File: config.mk
export PLATFORM = sky130hd
export DESIGN_NAME = wm8978_vol_ctrl_flat
export DESIGN_NICKNAME = d
export VERILOG_FILES = /design/src/rtl/wm8978_vol_ctrl_pkg.sv /design/src/rtl/wm8978_vol_ctrl_if.sv /design/src/rtl/wm8978_vol_ctrl_vol_sat_step.sv /design/src/rtl/wm8978_vol_ctrl.sv /design/src/flat_wrapper.sv
export SDC_FILE = /design/constraint.sdc
export NUM_CORES = 1
export LEC_CHECK = 0
export BUFFER_PORTS_ARGS = -buffer_cell sky130_fd_sc_hd__buf_2
export CORE_MARGIN = 1
export CORE_UTILIZATION = 53
export CTS_CLUSTER_DIAMETER = 80
export DETAILED_ROUTE_END_ITERATION = 12
export PLACE_DENSITY = 0.87
export SETUP_SLACK_MARGIN = 0.4
export SYNTH_ARGS = -nofsm -noshare
export SYNTH_HDL_FRONTEND = slang
export SYNTH_SLANG_ARGS = --single-unit
File: constraint.sdc
create_clock -name clk -period 1.88 [get_ports clk]
set_input_delay 0.282 -clock clk [delete_from_list [all_inputs] [get_ports clk]]
set_output_delay 0.282 -clock clk [all_outputs]
set_load 0.03 [all_outputs]
File: src/rtl/wm8978_vol_ctrl_pkg.sv
// Shared constants, state encoding and write-word builder for the WM8978
// runtime volume controller.
package wm8978_pkg;

    localparam logic [6:0] REG_LOUT1 = 7'd52;
    localparam logic [6:0] REG_ROUT1 = 7'd53;
    localparam logic [6:0] REG_LOUT2 = 7'd54;
    localparam logic [6:0] REG_ROUT2 = 7'd55;

    localparam int VU   = 8;
    localparam int ZC   = 7;
    localparam int MUTE = 6;

    typedef enum logic [1:0] {
        IDLE  = 2'd0,
        LOAD  = 2'd1,
        ISSUE = 2'd2,
        WAIT  = 2'd3
    } state_t;

    // Word layout is {addr[6:0], VU, ZC, MUTE, vol[5:0]}; VU is set on the
    // right-channel write so both channels latch together.
    function automatic logic [15:0] vol_word(input logic [1:0] idx,
                                             input logic       m,
                                             input logic [5:0] hp,
                                             input logic [5:0] spk);
        logic [15:0] w;
        w = '0;
        unique case (idx)
            2'd0:    w[15:9] = REG_LOUT1;
            2'd1:    w[15:9] = REG_ROUT1;
            2'd2:    w[15:9] = REG_LOUT2;
            default: w[15:9] = REG_ROUT2;
        endcase
        w[VU]   = idx[0];
        w[ZC]   = 1'b1;
        w[MUTE] = m;
        w[5:0]  = idx[1] ? spk : hp;
        return w;
    endfunction

endpackage

File: src/rtl/wm8978_vol_ctrl_if.sv
// Configurator and I2C-driver side signals of the volume controller.
// Handshake: i2c_exec is a one-cycle request with i2c_data valid in that
// cycle and held until the next request; i2c_done is a one-cycle completion
// pulse from the driver; at most one write is outstanding at a time.
interface wm8978_vol_ctrl_if;
    logic        init_exec;
    logic [15:0] init_data;
    logic        init_done;
    logic        i2c_done;
    logic        i2c_exec;
    logic [15:0] i2c_data;

    modport master (
        input  init_exec, init_data, init_done, i2c_done,
        output i2c_exec, i2c_data
    );

    modport slave (
        output init_exec, init_data, init_done, i2c_done,
        input  i2c_exec, i2c_data
    );
endinterface

File: src/rtl/wm8978_vol_ctrl_vol_sat_step.sv
// 6-bit volume register stepping up/down by STEP with saturation at 0 and 63.
// Simultaneous up and down cancel out.
module vol_sat_step #(
    parameter logic [5:0] INIT = 6'd30,
    parameter logic [5:0] STEP = 6'd3
) (
    input  logic       clk,
    input  logic       rst_n,
    input  logic       up,
    input  logic       down,
    output logic [5:0] value
);
    localparam logic [5:0] MAX_VOL = 6'd63;

    always_ff @(posedge clk or negedge rst_n) begin
        if (!rst_n) begin
            value <= INIT;
        end else if (up && !down) begin
            value <= (value > MAX_VOL - STEP) ? MAX_VOL : value + STEP;
        end else if (down && !up) begin
            value <= (value < STEP) ? 6'd0 : value - STEP;
        end
    end
endmodule

File: src/rtl/wm8978_vol_ctrl.sv
// WM8978 runtime volume/mute controller: passes configurator writes through
// until init_done, then owns the I2C driver and emits R52..R55 sequences.
module wm8978_vol_ctrl
    import wm8978_pkg::*;
#(
    parameter logic [5:0]  PHONE_VOL_INIT = 6'd30,
    parameter logic [5:0]  SPEAK_VOL_INIT = 6'd45,
    parameter logic [5:0]  VOL_STEP       = 6'd3,
    parameter logic [15:0] TIMEOUT_CYC    = 16'd2000
) (
    input  logic                      clk,
    input  logic                      sys_rst,
    wm8978_vol_ctrl_if.master         bus,
    input  logic                      vol_up,
    input  logic                      vol_down,
    input  logic                      mute_tgl,
    output logic                      busy,
    output logic [5:0]                hp_vol,
    output logic [5:0]                spk_vol,
    output logic                      muted,
    output logic                      err,
    output state_t                    fsm_state
);
    state_t      state_q, state_d;
    logic        pending;
    logic [1:0]  idx;
    logic [15:0] timer;
    logic        exec_q;
    logic [15:0] data_q;
    logic [5:0]  sh_hp, sh_spk;
    logic        sh_m;
    logic        any_evt;
    logic        timed_out;

    // Up together with down is a no-op and must not schedule a sequence.
    assign any_evt   = (vol_up ^ vol_down) | mute_tgl;
    assign timed_out = (timer == TIMEOUT_CYC - 16'd1);
    assign fsm_state = state_q;

    vol_sat_step #(.INIT(PHONE_VOL_INIT), .STEP(VOL_STEP)) u_hp (
        .clk(clk), .rst_n(sys_rst), .up(vol_up), .down(vol_down), .value(hp_vol)
    );

    vol_sat_step #(.INIT(SPEAK_VOL_INIT), .STEP(VOL_STEP)) u_spk (
        .clk(clk), .rst_n(sys_rst), .up(vol_up), .down(vol_down), .value(spk_vol)
    );

    // A new event in the LOAD cycle wins over the clear, so it is not lost.
    always_ff @(posedge clk or negedge sys_rst) begin
        if (!sys_rst) begin
            pending <= 1'b0;
            muted   <= 1'b0;
        end else begin
            if (mute_tgl)
                muted <= ~muted;
            if (any_evt)
                pending <= 1'b1;
            else if (state_q == LOAD)
                pending <= 1'b0;
        end
    end

    always_ff @(posedge clk or negedge sys_rst) begin
        if (!sys_rst)
            state_q <= IDLE;
        else
            state_q <= state_d;
    end

    always_comb begin
        state_d = state_q;
        unique case (state_q)
            IDLE:  if (bus.init_done && pending) state_d = LOAD;
            LOAD:  state_d = ISSUE;
            ISSUE: state_d = WAIT;
            WAIT: begin
                if (bus.i2c_done)
                    state_d = (idx == 2'd3) ? IDLE : ISSUE;
                else if (timed_out)
                    state_d = IDLE;
            end
            default: state_d = IDLE;
        endcase
    end

    // Write word is prepared on the edge entering ISSUE so it is valid with exec.
    always_ff @(posedge clk or negedge sys_rst) begin
        if (!sys_rst) begin
            idx    <= 2'd0;
            timer  <= 16'd0;
            busy   <= 1'b0;
            err    <= 1'b0;
            exec_q <= 1'b0;
            data_q <= 16'd0;
            sh_hp  <= 6'd0;
            sh_spk <= 6'd0;
            sh_m   <= 1'b0;
        end else begin
            exec_q <= (state_d == ISSUE);
            unique case (state_q)
                LOAD: begin
                    sh_hp  <= hp_vol;
                    sh_spk <= spk_vol;
                    sh_m   <= muted;
                    idx    <= 2'd0;
                    busy   <= 1'b1;
                    data_q <= vol_word(2'd0, muted, hp_vol, spk_vol);
                end
                ISSUE: timer <= 16'd0;
                WAIT: begin
                    if (bus.i2c_done) begin
                        if (idx == 2'd3) begin
                            busy <= 1'b0;
                        end else begin
                            idx    <= idx + 2'd1;
                            data_q <= vol_word(idx + 2'd1, sh_m, sh_hp, sh_spk);
                        end
                    end else if (timed_out) begin
                        err  <= 1'b1;
                        busy <= 1'b0;
                    end else begin
                        timer <= timer + 16'd1;
                    end
                end
                default: ;
            endcase
        end
    end

    assign bus.i2c_exec = bus.init_done ? exec_q : bus.init_exec;
    assign bus.i2c_data = bus.init_done ? data_q : bus.init_data;

endmodule
File: src/flat_wrapper.sv
// flat-port wrapper written by rule: the top's interface ports become plain ports
module wm8978_vol_ctrl_flat import wm8978_pkg::*;
#(
    parameter logic [5:0]  PHONE_VOL_INIT = 6'd30,
    parameter logic [5:0]  SPEAK_VOL_INIT = 6'd45,
    parameter logic [5:0]  VOL_STEP       = 6'd3,
    parameter logic [15:0] TIMEOUT_CYC    = 16'd2000
)
  (clk, sys_rst, vol_up, vol_down, mute_tgl, busy, hp_vol, spk_vol, muted, err, fsm_state, bus_init_exec, bus_init_data, bus_init_done, bus_i2c_done, bus_i2c_exec, bus_i2c_data);
  wm8978_vol_ctrl_if bus_i ();
  input  logic clk;
  input  logic sys_rst;
  input  logic vol_up;
  input  logic vol_down;
  input  logic mute_tgl;
  output logic busy;
  output logic [5:0] hp_vol;
  output logic [5:0] spk_vol;
  output logic muted;
  output logic err;
  output state_t fsm_state;
  input wire logic [$bits(bus_i.init_exec)-1:0] bus_init_exec;
  input wire logic [$bits(bus_i.init_data)-1:0] bus_init_data;
  input wire logic [$bits(bus_i.init_done)-1:0] bus_init_done;
  input wire logic [$bits(bus_i.i2c_done)-1:0] bus_i2c_done;
  output wire logic [$bits(bus_i.i2c_exec)-1:0] bus_i2c_exec;
  output wire logic [$bits(bus_i.i2c_data)-1:0] bus_i2c_data;
  assign bus_i.init_exec = bus_init_exec;
  assign bus_i.init_data = bus_init_data;
  assign bus_i.init_done = bus_init_done;
  assign bus_i.i2c_done = bus_i2c_done;
  assign bus_i2c_exec = bus_i.i2c_exec;
  assign bus_i2c_data = bus_i.i2c_data;
  wm8978_vol_ctrl #(.PHONE_VOL_INIT(PHONE_VOL_INIT), .SPEAK_VOL_INIT(SPEAK_VOL_INIT), .VOL_STEP(VOL_STEP), .TIMEOUT_CYC(TIMEOUT_CYC)) u_core (.clk(clk), .sys_rst(sys_rst), .bus(bus_i), .vol_up(vol_up), .vol_down(vol_down), .mute_tgl(mute_tgl), .busy(busy), .hp_vol(hp_vol), .spk_vol(spk_vol), .muted(muted), .err(err), .fsm_state(fsm_state));
endmodule
==> results.sh <==
export IMPL_relSlewSlack_pct=76.02
export IMPL_coreArea_um2=5956
export IMPL_yosysUniqueCellTypes=56
export IMPL_nNetsFinal=505
export IMPL_rsz0062_at_grt="yes"
export IMPL_row_count=28
export IMPL_synth_edf_count=0
export IMPL_critPathMaxFanout=4
export IMPL_pwr_share_comb_pct=55.6
export IMPL_ys_flop_type="dfrtp_1"
export IMPL_path_cells="nor4_4 -> nand4_4 -> buf_6 -> o31ai_4 -> nor2b_1 -> a21oi_1"
export IMPL_crit_type="reg -> reg"
export IMPL_die_y_um=80.81
export IMPL_hp_class="in -> reg"
export IMPL_slowest_stage="dfrtp_1"
export IMPL_endpoint_kind="register"
export IMPL_synth_nets=385
export IMPL_avgSynthCellArea_um2=9.299
export IMPL_syn_to_final_growth_pct=49.22
export IMPL_path_delay_family="simple AND/OR/NAND/NOR gates"
export IMPL_yosysSeqAreaShare_pct=44.39
export IMPL_path_clk_slew_ps=70
export IMPL_start_util_pct=55.27
export IMPL_finalHoldViolations=0
export IMPL_final_area_um2=4912
export IMPL_internal_power_mw=4.360
export IMPL_slowest_delay_ps=420
export IMPL_grt_pass1_wl_mm=14.32
export IMPL_yosysMostFrequentCell="dfrtp_1"
export IMPL_gp_congestion=0.8708
export IMPL_htree_levels=3
export IMPL_fin_util_pct=82.48
export IMPL_holdWs_ps=154.5
export IMPL_portBuffers=57
export IMPL_syn_instance_count=354
export IMPL_grtUsageTotal_pct=29.40
export IMPL_min_period_ps=1774
export IMPL_synth_top_area_share_pct=38.01
export IMPL_cp_buffers_inverters=1
export IMPL_antenna_cells=0
export IMPL_antenna_found_initial=0
export IMPL_p_sw_mw=3.340
export IMPL_first_pass_iters=4
export IMPL_register_area_um2=1473
export IMPL_cp_required_ps=2110
export IMPL_tns_ps=0
export IMPL_numCtsBuffers=9
export IMPL_dr_total_vias=3376
export IMPL_async_flop_share_pct=100.0
export IMPL_startpoint_type="register"
export IMPL_power_density_nw_per_um2=1568
export IMPL_fin_skew_ps=9.296
export IMPL_arrival_ps=2010
export IMPL_drc=0
export IMPL_multi_input_area_um2=2095
export IMPL_cap_viol_max_count=0
export IMPL_drtAntennaViolNets=0
export IMPL_p_clk_share_pct=14.7
export IMPL_worst_slew_pin_slew_ps=355.1
export IMPL_fmax_mhz=563.7
export IMPL_drt_iter0_drc=346
export IMPL_vias_per_cell=6.094
export IMPL_synth_area_leaders="dfrtp_1 (38%), mux2_2 (7.5%), dfstp_2 (6.4%), a21oi_1 (4.3%), o21ai_0 (4.1%)"
export IMPL_clk_latency_ps=350
export IMPL_setup_viol=0
export IMPL_ys_ff_latch=58
export IMPL_yosys_top_cells_count="dfrtp_1 (50), nand2_1 (35), nor2_1 (33), a21oi_1 (28), o21ai_0 (27)"
export IMPL_cts_root_buf="clkbuf_8"
export IMPL_cts_tree="built"
export IMPL_placed_area_um2=3780
export IMPL_fin_crit_sh_pct=94.36
export IMPL_num_fill_cells=297
export IMPL_grt_max_degree=59
export IMPL_drive_gt1_share_pct=49.69
export IMPL_die_x_um=80.81
export IMPL_yosysWarnings=0
export IMPL_worst_ir_drop_vdd_v=0.001233
export IMPL_cts_buffer_depth=2
export IMPL_wl_per_cell_um=20.89
export IMPL_outcome="completed"
export IMPL_die_area_um2=6530
export IMPL_leakage_nw=2.284
export IMPL_num_io_pins=58
export IMPL_seq_power_share_pct=29.6
export IMPL_numClockSinks=58
export IMPL_global_route_overflow_total=0
export IMPL_final_max_slew_viol_count=0
export IMPL_grt_pass1_vias=3099
export IMPL_routed_wl_mm=11.57
export IMPL_netlist_area_um2=3292
export IMPL_p_sw_share_pct=43.38
export IMPL_place_hpwl_mm=5.154
export IMPL_synth_top_area_cell="dfrtp_1"
==> registers in the layout, indices dropped and copies added (netlist names) <==
register,count
u_core.sh_m,1
u_core.data_q,10
u_core.err,1
u_core.fsm_state,2
u_core.timer,16
u_core.sh_spk,6
u_core.u_spk.value,6
u_core.busy,1
u_core.pending,1
u_core.exec_q,1
u_core.sh_hp,6
u_core.u_hp.value,6
u_core.muted,1
==> power by group through the flow <==
stage / sequential, mW / combinational [mW] / clock (mW)
floorplan: 2.29 / 1.95 / 0
global placement: 2.26 / 2.50 / 0
detailed placement: 2.29 / 2.61 / 0
CTS: 2.16 / 3.32 / 1.10
global route: 2.31 / 4.56 / 1.19
finish: 2.28 / 4.28 / 1.13
==> through the flow <==
step	instances	power, mW	worst slack, ps
2_1_floorplan	354	4.246	229.6
3_3_place_gp	473	4.759	204.1
3_5_place_dp	473	4.903	154.5
4_1_cts	525	6.576	185.1
5_1_grt	554	8.066	-43.32
6_report	554	7.700	105.9
==> cell families (layout without fill, tap and decap cells) <==
| kind of cell | after synthesis | count (layout) | synth area share [%] |
|---|---|---|---|
| compound gates | 96 | 96 | 18.55 |
| fa+ha+maj | 7 | 7 | 2.660 |
| buf+inv | 40 | 165 | 4.713 |
| mux | 30 | 30 | 9.958 |
| simple gates | 112 | 112 | 16.80 |
| xor+xnor | 11 | 11 | 2.927 |
| flops | 58 | 58 | 44.39 |
==> cell type report <==
cell class	count	share of cell area, %
Multi-Input combinational cell	256	42.64
Sequential cell	58	29.98
Timing Repair Buffer	131	20.28
Clock buffer	13	2.827
Tap cell	75	1.910
Inverter	18	1.554
Clock inverter	3	0.8151
==> routing by layer <==
metal  vias to the layer above  part of all wire (%)  GRT usage (%)
met5                         -                     0              0
met4                         0                   4.8          16.07
met2                       161                    52          50.42
li1                       1491                     -              -
met3                        50                   6.4          8.202
met1                      1674                    37          32.92
==> layout by cell type, fill, tap and decap left out, types with 6 or more instances in the layout <==
cell      instances
dfrtp_2           9
buf_2            43
dfstp_2           8
mux2i_1           8
dfrtp_1          41
inv_1            11
buf_4            62
a21o_1            6
xor2_1            8
buf_6            14
clkbuf_8          9
o21ai_0          18
o21ai_1           9
mux2_2            7
nand2_1          27
nor2_1           32
mux2_4           15
a21oi_1          23
nor3_1            7
==> path summary, 6_finish.rpt <==
path	slack [ps]	start	to	cells after the start
setup / recovery	110	u_core.timer[11]$_DFFE_PN0P_	u_core.fsm_state[1]$_DFF_PN0_	6
hold / removal	150	mute_tgl	u_core.muted$_DFFE_PN0P_	2
setup reg to reg	110	u_core.timer[11]$_DFFE_PN0P_	u_core.fsm_state[1]$_DFF_PN0_	6
hold reg to reg	490	u_core.data_q[4]$_DFFE_PN0P_	u_core.data_q[4]$_DFFE_PN0P_	2
max in group asynchronous	1100	sys_rst	u_core.u_hp.value[2]$_DFFE_PN1P_	3
min in group asynchronous	450	sys_rst	u_core.timer[6]$_DFFE_PN0P_	3
==> repair_timing <==
action	CTS	global route
pin swaps	20	41
setup buffers	35	27
endpoints found under the hold margin	50	0
hold buffers	1	0
setup endpoints to repair	55	64
gates resized for setup	35	87
cloned	0	2
(Power assumes the default switching activity.)
